File: config.mk
export PLATFORM = sky130hd
export DESIGN_NAME = trng_postproc_flat
export DESIGN_NICKNAME = d
export VERILOG_FILES = /design/src/rtl/trng_postproc_if.sv /design/src/rtl/trng_postproc.sv /design/src/flat_wrapper.sv
export SDC_FILE = /design/constraint.sdc
export NUM_CORES = 1
export LEC_CHECK = 0
export ABC_AREA = 1
export CAP_MARGIN = 25
export CORE_MARGIN = 2
export CORE_UTILIZATION = 26
export CTS_BUF_LIST = sky130_fd_sc_hd__clkbuf_8 sky130_fd_sc_hd__clkbuf_16
export CTS_CLUSTER_SIZE = 12
export DETAILED_ROUTE_END_ITERATION = 12
export HOLD_SLACK_MARGIN = 0.15
export PLACE_DENSITY = 0.43
export SLEW_MARGIN = 20
export SYNTH_ARGS = -nofsm -noshare
export SYNTH_HDL_FRONTEND = slang
export SYNTH_SLANG_ARGS = --single-unit
File: constraint.sdc
create_clock -name d_clk -period 2.1 [get_ports d_clk]
set_input_delay 0.315 -clock d_clk [delete_from_list [all_inputs] [get_ports d_clk]]
set_output_delay 0.315 -clock d_clk [all_outputs]
set_load 0.1 [all_outputs]
File: src/rtl/trng_postproc_if.sv
// rtl/trng_postproc_if.sv - raw-bit input, word stream and health signals of the TRNG post-processor
interface trng_postproc_if #(
   parameter int WIDTH = 32
);
   logic             raw_bit;
   logic             raw_en;
   logic [WIDTH-1:0] word_out;
   logic             word_valid;
   logic             word_ready;
   logic             health_fail;
   logic             clr_fail;

   modport master (
      input  raw_bit, raw_en, word_ready, clr_fail,
      output word_out, word_valid, health_fail
   );

   modport slave (
      output raw_bit, raw_en, word_ready, clr_fail,
      input  word_out, word_valid, health_fail
   );
endinterface

File: src/rtl/trng_postproc.sv
// rtl/trng_postproc.sv - von Neumann debiaser, repetition-count health test and word packer
module trng_postproc #(
   parameter int WIDTH     = 32,
   parameter int REP_LIMIT = 32
) (
   input  logic          d_clk,
   input  logic          d_rst,
   trng_postproc_if.master io
);
   localparam int CW = $clog2(WIDTH + 1);
   localparam int RW = $clog2(REP_LIMIT + 1);
   localparam logic [CW-1:0] CNT_FULL = CW'(WIDTH);
   localparam logic [RW-1:0] RUN_MAX  = RW'(REP_LIMIT);

   typedef enum logic {NEED_FIRST, NEED_SECOND} pair_e;

   pair_e            pair_q, pair_d;
   logic             a_q, a_d;
   logic [WIDTH-1:0] acc_q, acc_d;
   logic [CW-1:0]    cnt_q, cnt_d;
   logic [WIDTH-1:0] word_q, word_d;
   logic             valid_q, valid_d;
   logic             fail_q, fail_d;
   logic [RW-1:0]    run_q, run_d;
   logic             prev_q, prev_d;
   logic             prev_vld_q, prev_vld_d;

   logic             emit;
   logic             slot_free;

   always_comb begin
      pair_d     = pair_q;
      a_d        = a_q;
      acc_d      = acc_q;
      cnt_d      = cnt_q;
      word_d     = word_q;
      valid_d    = valid_q;
      fail_d     = fail_q;
      run_d      = run_q;
      prev_d     = prev_q;
      prev_vld_d = prev_vld_q;
      emit       = 1'b0;
      slot_free  = !valid_q || io.word_ready;

      if (io.clr_fail) begin
         // Restart: the raw bit of this cycle is discarded, a pending handshake still completes.
         fail_d     = 1'b0;
         run_d      = '0;
         prev_d     = 1'b0;
         prev_vld_d = 1'b0;
         pair_d     = NEED_FIRST;
         acc_d      = '0;
         cnt_d      = '0;
         if (valid_q && io.word_ready) begin
            valid_d = 1'b0;
         end
      end else if (!fail_q) begin
         if (io.raw_en) begin
            prev_d     = io.raw_bit;
            prev_vld_d = 1'b1;
            if (prev_vld_q && (io.raw_bit == prev_q)) begin
               run_d = (run_q == RUN_MAX) ? run_q : run_q + RW'(1);
            end else begin
               run_d = RW'(1);
            end

            if (pair_q == NEED_FIRST) begin
               a_d    = io.raw_bit;
               pair_d = NEED_SECOND;
            end else begin
               emit   = (io.raw_bit != a_q);
               pair_d = NEED_FIRST;
            end
         end

         if ((cnt_q == CNT_FULL) && slot_free) begin
            word_d  = acc_q;
            valid_d = 1'b1;
            cnt_d   = emit ? CW'(1) : '0;
            if (emit) begin
               acc_d = {acc_q[WIDTH-2:0], a_q};
            end
         end else begin
            if (valid_q && io.word_ready) begin
               valid_d = 1'b0;
            end
            // A full accumulator waiting on a busy slot drops newly debiased bits.
            if (emit && (cnt_q != CNT_FULL)) begin
               acc_d = {acc_q[WIDTH-2:0], a_q};
               cnt_d = cnt_q + CW'(1);
            end
         end

         if (run_d == RUN_MAX) begin
            fail_d  = 1'b1;
            valid_d = 1'b0;
            word_d  = '0;
            acc_d   = '0;
            cnt_d   = '0;
            pair_d  = NEED_FIRST;
         end
      end
   end

   always_ff @(posedge d_clk) begin
      if (d_rst) begin
         pair_q     <= NEED_FIRST;
         a_q        <= 1'b0;
         acc_q      <= '0;
         cnt_q      <= '0;
         word_q     <= '0;
         valid_q    <= 1'b0;
         fail_q     <= 1'b0;
         run_q      <= '0;
         prev_q     <= 1'b0;
         prev_vld_q <= 1'b0;
      end else begin
         pair_q     <= pair_d;
         a_q        <= a_d;
         acc_q      <= acc_d;
         cnt_q      <= cnt_d;
         word_q     <= word_d;
         valid_q    <= valid_d;
         fail_q     <= fail_d;
         run_q      <= run_d;
         prev_q     <= prev_d;
         prev_vld_q <= prev_vld_d;
      end
   end

   assign io.word_out    = word_q;
   assign io.word_valid  = valid_q;
   assign io.health_fail = fail_q;
endmodule

File: src/flat_wrapper.sv
// flat-port wrapper written by rule: the top's interface ports become plain ports
module trng_postproc_flat 
#(
   parameter int WIDTH     = 32,
   parameter int REP_LIMIT = 32
)
  (d_clk, d_rst, io_raw_bit, io_raw_en, io_word_ready, io_clr_fail, io_word_out, io_word_valid, io_health_fail);
  trng_postproc_if #(.WIDTH(WIDTH)) io_i ();
  input  logic d_clk;
  input  logic d_rst;
  input wire logic [$bits(io_i.raw_bit)-1:0] io_raw_bit;
  input wire logic [$bits(io_i.raw_en)-1:0] io_raw_en;
  input wire logic [$bits(io_i.word_ready)-1:0] io_word_ready;
  input wire logic [$bits(io_i.clr_fail)-1:0] io_clr_fail;
  output wire logic [$bits(io_i.word_out)-1:0] io_word_out;
  output wire logic [$bits(io_i.word_valid)-1:0] io_word_valid;
  output wire logic [$bits(io_i.health_fail)-1:0] io_health_fail;
  assign io_i.raw_bit = io_raw_bit;
  assign io_i.raw_en = io_raw_en;
  assign io_i.word_ready = io_word_ready;
  assign io_i.clr_fail = io_clr_fail;
  assign io_word_out = io_i.word_out;
  assign io_word_valid = io_i.word_valid;
  assign io_health_fail = io_i.health_fail;
  trng_postproc #(.WIDTH(WIDTH), .REP_LIMIT(REP_LIMIT)) u_core (.d_clk(d_clk), .d_rst(d_rst), .io(io_i));
endmodule
* Word level (Yosys, flattened, before mapping)
Index checks and enable logic that the tools add are counted.
Storage, ports and cells: bits in registers 82, bits of input ports 6, output and inout port bits 34
Operators by class: add/subtract/negate cells 2, eq/ne operators 8, multiplexer cells 29, bitwise gates (word level) 3, reductions and logical operators 16
Operators by type and width (count):
- 32-bit two-way mux | 6
- 6-bit two-way mux | 8
- 6-bit == test (second input constant) | 3
- 1-bit two-way mux | 15
- 6-bit by 1-bit adder with 6-bit output (second input constant) | 2
- 6-bit inequality test (second input constant) | 1
- 2-bit AND reduction | 3
- 3-bit AND reduction | 2
- 1-bit logical AND | 4
- 4-bit AND reduction | 1
- 2-bit nonzero test | 2
- 3-bit by 2-bit inequality test with 1-bit output (second input constant) | 1
- 1-bit NOT | 3
- 3-bit nonzero test | 1
- 2-bit inequality test (second input constant) | 1
- 2-bit OR reduction | 1
- 1-bit == test | 1
- 1-bit logical NOT | 1
- 1-bit logical OR | 1
- 1-bit inequality test | 1

* Longest topological paths before layout
depth in word-level cells 10, depth in mapped cells 16, depth with buffers taken out 15

* Least setup slack after synthesis
OpenSTA, ideal clock, no wires.
path kind flip-flop to flip-flop, start point reg u_core.valid_q, in the netlist u_core.io.word_valid, end point reg u_core.acc_q[13], setup time 0.110 ns, arrival 1.963 ns, data required time 1.990 ns, setup slack 0.027 ns, stages on the path, launching flop included 11, buffers on the path 1, period minus slack after synthesis 2.073 ns, cells stage by stage dfxtp_1 > inv_1 > nor2_1 > nor2_2 > inv_1 > nor2_1 > nand2_2 > buf_2 > nand4_1 > nand2_1 > nor2_1
Between the ends: longest elaborated chain between the ends 5, elaborated cells on any way between the ends 8, classes of those cells eq/ne (1); mux (2); reduce/logical (5)
RTL lines:
- start, declared | line trng_postproc.sv:22 | logic valid_q, valid_d;
- start signal, assigned | line trng_postproc.sv:123 | valid_q <= valid_d;
- 1-bit logical NOT * | line trng_postproc.sv:43 | slot_free = !valid_q || io.word_ready;
- 1-bit logical OR * | line trng_postproc.sv:43
- 1-bit logical AND * | line trng_postproc.sv:76 | if ((cnt_q == CNT_FULL) && slot_free) begin
- 3-bit by 2-bit inequality test with 1-bit output (no line), or another cell as far along
- 3-bit AND reduction (no line) or 32-bit two-way mux (tied branches)
- end signal, assigned | line trng_postproc.sv:109 | acc_q <= '0;
- end signal, assigned | line trng_postproc.sv:120 | acc_q <= acc_d;
- end, declared | line trng_postproc.sv:19 | logic [WIDTH-1:0] acc_q, acc_d;
Every way passes the cells marked *; elsewhere a longest branch is shown, timed or not. A chain may end at the register's enable or synchronous reset.

* Final worst setup path
start point reg u_core.run_q[1], end point reg u_core.acc_q[10]
Between the ends: longest elaborated chain between the ends 9, elaborated cells on any way between the ends 12, classes of those cells add/sub (1); eq/ne (3); mux (6); reduce/logical (2)
RTL lines:
- start, declared | line trng_postproc.sv:24 | logic [RW-1:0] run_q, run_d;
- start signal, assigned | line trng_postproc.sv:125 | run_q <= run_d;
- 6-bit by 1-bit adder with 6-bit output or 6-bit == test (tied branches) | line trng_postproc.sv:62 | run_d = (run_q == RUN_MAX) ? run_q : run_q + RW'(1);
- 6-bit two-way mux | line trng_postproc.sv:62
- 6-bit two-way mux | line trng_postproc.sv:61 | if (prev_vld_q && (io.raw_bit == prev_q)) begin
- 6-bit two-way mux * | line trng_postproc.sv:58 | if (io.raw_en) begin
- 6-bit two-way mux * | line trng_postproc.sv:57 | end else if (!fail_q) begin
- 6-bit two-way mux * | line trng_postproc.sv:45 | if (io.clr_fail) begin
- 6-bit == test * | line trng_postproc.sv:94 | if (run_d == RUN_MAX) begin
- 3-bit by 2-bit inequality test with 1-bit output (no line) or 3-bit nonzero test (tied branches)
- 3-bit AND reduction (no line)
Every way passes the cells marked *; elsewhere a longest branch is shown, timed or not. The select of a mux whose other input is x is not followed.

==> results.sh <==
export IMPL_status="finished, final reports clean"
export IMPL_total_power_mw=3.60
export IMPL_wirelength_mm=11.3
export IMPL_layout_drive_gt1_share_pct=25.0
export IMPL_ant_nets=0
export IMPL_gp_congestion=0.807
export IMPL_nets=674
export IMPL_avgSynthCellArea_sq_um=6.65
export IMPL_end_kind="register"
export IMPL_drtIter0Drc=263
export IMPL_htree_levels=3
export IMPL_final_core_util_pct=35.4
export IMPL_remaining_drc_errors=0
export IMPL_synthSimpleGateAreaFrac_pct=36.6
export IMPL_start_util_pct=26.6
export IMPL_fp_dieH_microns=129
export IMPL_cpMostUsedCell="nand3_4"
export IMPL_finClkSkew_ps=5.74
export IMPL_post_route_period_util_pct=98.1
export IMPL_period_needed_ps=2060
export IMPL_fin_setup_tns_ps=0
export IMPL_synth_warning_count=0
export IMPL_clock_path_buffers=2
export IMPL_hp_class="reg -> reg"
export IMPL_core_sq_mm=0.0152
export IMPL_cp_max_fo=8
export IMPL_grt_start_max_net_pins=39
export IMPL_cts_tree="built"
export IMPL_cp_slowest_cell="dfxtp_2"
export IMPL_syn_to_final_growth_pct=33.4
export IMPL_numCtsBuffers=9
export IMPL_clk_pin_slew_ps=60
export IMPL_std_cell_rows=45
export IMPL_cts_root_buffer_cell="clkbuf_16"
export IMPL_dr_pass1_iters=4
export IMPL_synth_top_family_by_area="simple AND/OR/NAND/NOR gates"
export IMPL_setup_viol=0
export IMPL_slew_limit_headroom_pct=70.9
export IMPL_synth_fp_nets=617
export IMPL_crit_required_ps=2390
export IMPL_drv_max_cap_violation_count=0
export IMPL_finalHoldViolCount=0
export IMPL_hp_start="u_core.io.word_out[7]$_SDFFE_PP0P_"
export IMPL_path_class="reg -> reg"
export IMPL_die_area_sq_mm=0.0165
export IMPL_ys_ff_latch=82
export IMPL_stdcell_count=856
export IMPL_synthTopCellsByArea="dfxtp_1 41%, nand2_1 15%, nand4_1 11%, inv_1 7.9%, nor2_1 5.6%"
export IMPL_tightest_slew_ps=436
export IMPL_rsz0062_at_grt="yes"
export IMPL_maxSlewViolCount=0
export IMPL_cp_start_kind="register"
export IMPL_wl_per_cell_microns=13.2
export IMPL_antenna_cells=0
export IMPL_grt_pass1_wl_mm=19.2
export IMPL_ir_worst_vdd_v=0.000364
export IMPL_yosysUniqueCellTypes=30
export IMPL_ioPinCount=40
export IMPL_reg2reg_from="u_core.run_q[1]$_SDFFE_PP0N_"
export IMPL_dr_total_vias=3992
export IMPL_port_buffers=39
export IMPL_synth_mux_area_share_pct=0
export IMPL_dp_cells=837
export IMPL_dp_final_hpwl_mm=7.28
export IMPL_crit_chain="inv_2 > ha_4 > nand2_2 > inv_2 > nand3_4 > nand2_2 > buf_6 > nor2_4 > a21oi_4 > nand3_4 > nand3_4 > nand3_4 > clkbuf_16 > nand2_2 > inv_1 > nor2_1"
export IMPL_via_per_inst=4.66
export IMPL_cp_startpoint="u_core.run_q[1]$_SDFFE_PP0N_"
export IMPL_synth_cell_area_sq_mm=0.00404
export IMPL_cp_arrival_ps=2340
export IMPL_power_density_mw_per_mm2=668
export IMPL_pre_cts_ws_ps=-291
export IMPL_r2r_setup_slack_ps=40
export IMPL_dieWidth_microns=129
export IMPL_clkLatencyLatePin_ps=340
export IMPL_cts_sinks=82
export IMPL_antenna_found_initial=0
export IMPL_grt_pass1_vias=3890
export IMPL_synth_area_leader_cell="dfxtp_1"
export IMPL_leakagePower_nw=2.18
export IMPL_synthCells=607
export IMPL_ys_seq_area_share_pct=40.6
export IMPL_max_stage_delay_ps=330
export IMPL_overflow=0
export IMPL_timing_fmax_mhz=486
export IMPL_synth_xor_area_share_pct=0.651
export IMPL_synthAdderAreaFrac_pct=1.24
export IMPL_netlist_area_leader_share_pct=40.6
export IMPL_layout_setup_ws_ps=40.3
export IMPL_grt_use_total_pct=14.4
export IMPL_synth_compound_area_share_pct=7.50
==> metal layers <==
metal	global-route usage (%)	vias up	routed length (microns)
met1	18.3	1882	5370
met2	24.4	38	5410
li1	-	2060	-
met3	3.87	12	385
met4	3.77	0	141
met5	0	-	0
==> state kept, by name, indices dropped and copies added (netlist names) <==
name / cells
u_core.a_q: 1
u_core.acc_q: 32
u_core.cnt_q: 6
u_core.io.health_fail: 1
u_core.io.word_out: 32
u_core.io.word_valid: 1
u_core.pair_q: 1
u_core.prev_q: 1
u_core.prev_vld_q: 1
u_core.run_q: 6
==> timing repair <==
| item | CTS | global route |
|---|---|---|
| cloned | 0 | 2 |
| gates resized for setup | 4 | 74 |
| setup buffers | 0 | 3 |
| hold buffers | 0 | 0 |
| setup endpoints to repair | 25 | 72 |
| pin swaps | 0 | 32 |
==> power by group <==
part	leakage [nW]	switching [mW]	internal, mW
Sequential	0.664	0.0181	1.58
Combinational	1.36	0.209	0.139
Clock	0.156	0.646	1.01
==> Yosys cell counts (all sizes together) <==
master and n:
nor3 5, a21oi 45, xor2 2, o211ai 1, xnor2 1, clkbuf 22, o21a 1, nand3 22
o22ai 1, ha 4, nand2 167, inv 91, dfxtp 82, buf 18, a211oi 1, nor2 63
o2111ai 1, a31oi 1, clkinv 2, o21ai 6, nand4 70, nor4 1
==> cells by family (layout without fill, tap and decap cells) <==
logic type      Yosys count  after routing
simple gates            328            328
buf+inv                 133            194
flops                    82             82
compound gates           57             57
fa+ha+maj                 4              4
xor+xnor                  3              3
==> layout make-up <==
cell class / instances / area [sq um]
well taps: 188 / 235
inverters: 93 / 349
flip-flops and latches: 82 / 1650
fillers: 1625 / 9820
repair buffers: 86 / 796
clock buffers: 12 / 267
clock inverters: 3 / 38.8
multi-input cells: 392 / 2050
==> layout by cell type (no fill, tap or decap), types with 2 or more instances in the layout <==
master,instances
nand2_2,21
nor3_1,4
inv_1,74
nand3_1,18
nand2_1,138
clkdlybuf4s50_1,5
buf_6,4
nand2_4,8
o21ai_0,5
nand4_1,70
ha_1,3
nor2_2,12
inv_2,18
dfxtp_1,78
buf_12,7
a21oi_1,44
nor2_4,2
nand3_4,4
nor2_1,49
xor2_1,2
dfxtp_2,4
clkbuf_8,3
clkinv_1,2
buf_4,68
clkbuf_16,11
==> worst max-delay path, delay by kind of cell (launching register included) <==
kind / cells / cell delay (ps)
AO/OA/AOI/OAI: 1 / 170
adder cells (fa/ha/maj): 1 / 130
buffers and inverters: 5 / 510
flip-flops: 1 / 330
AND/OR/NAND/NOR: 9 / 860
==> stage by stage <==
stage | hold slack, ps | area, sq um
floorplan | 443 | 4040
global placement | 454 | 4790
detailed placement | 457 | 4790
CTS | 466 | 5110
global route | 484 | 5390
finish | 461 | 5390
==> worst paths after layout <==
| path | depth (start not counted) | end |
|---|---|---|
| max | 16 | u_core.acc_q[10]$_SDFFE_PP0P_ |
| min | 2 | u_core.io.word_out[7]$_SDFFE_PP0P_ |
| max reg2reg | 16 | u_core.acc_q[10]$_SDFFE_PP0P_ |
| min reg2reg | 2 | u_core.io.word_out[7]$_SDFFE_PP0P_ |
(Power assumes the default switching activity.)
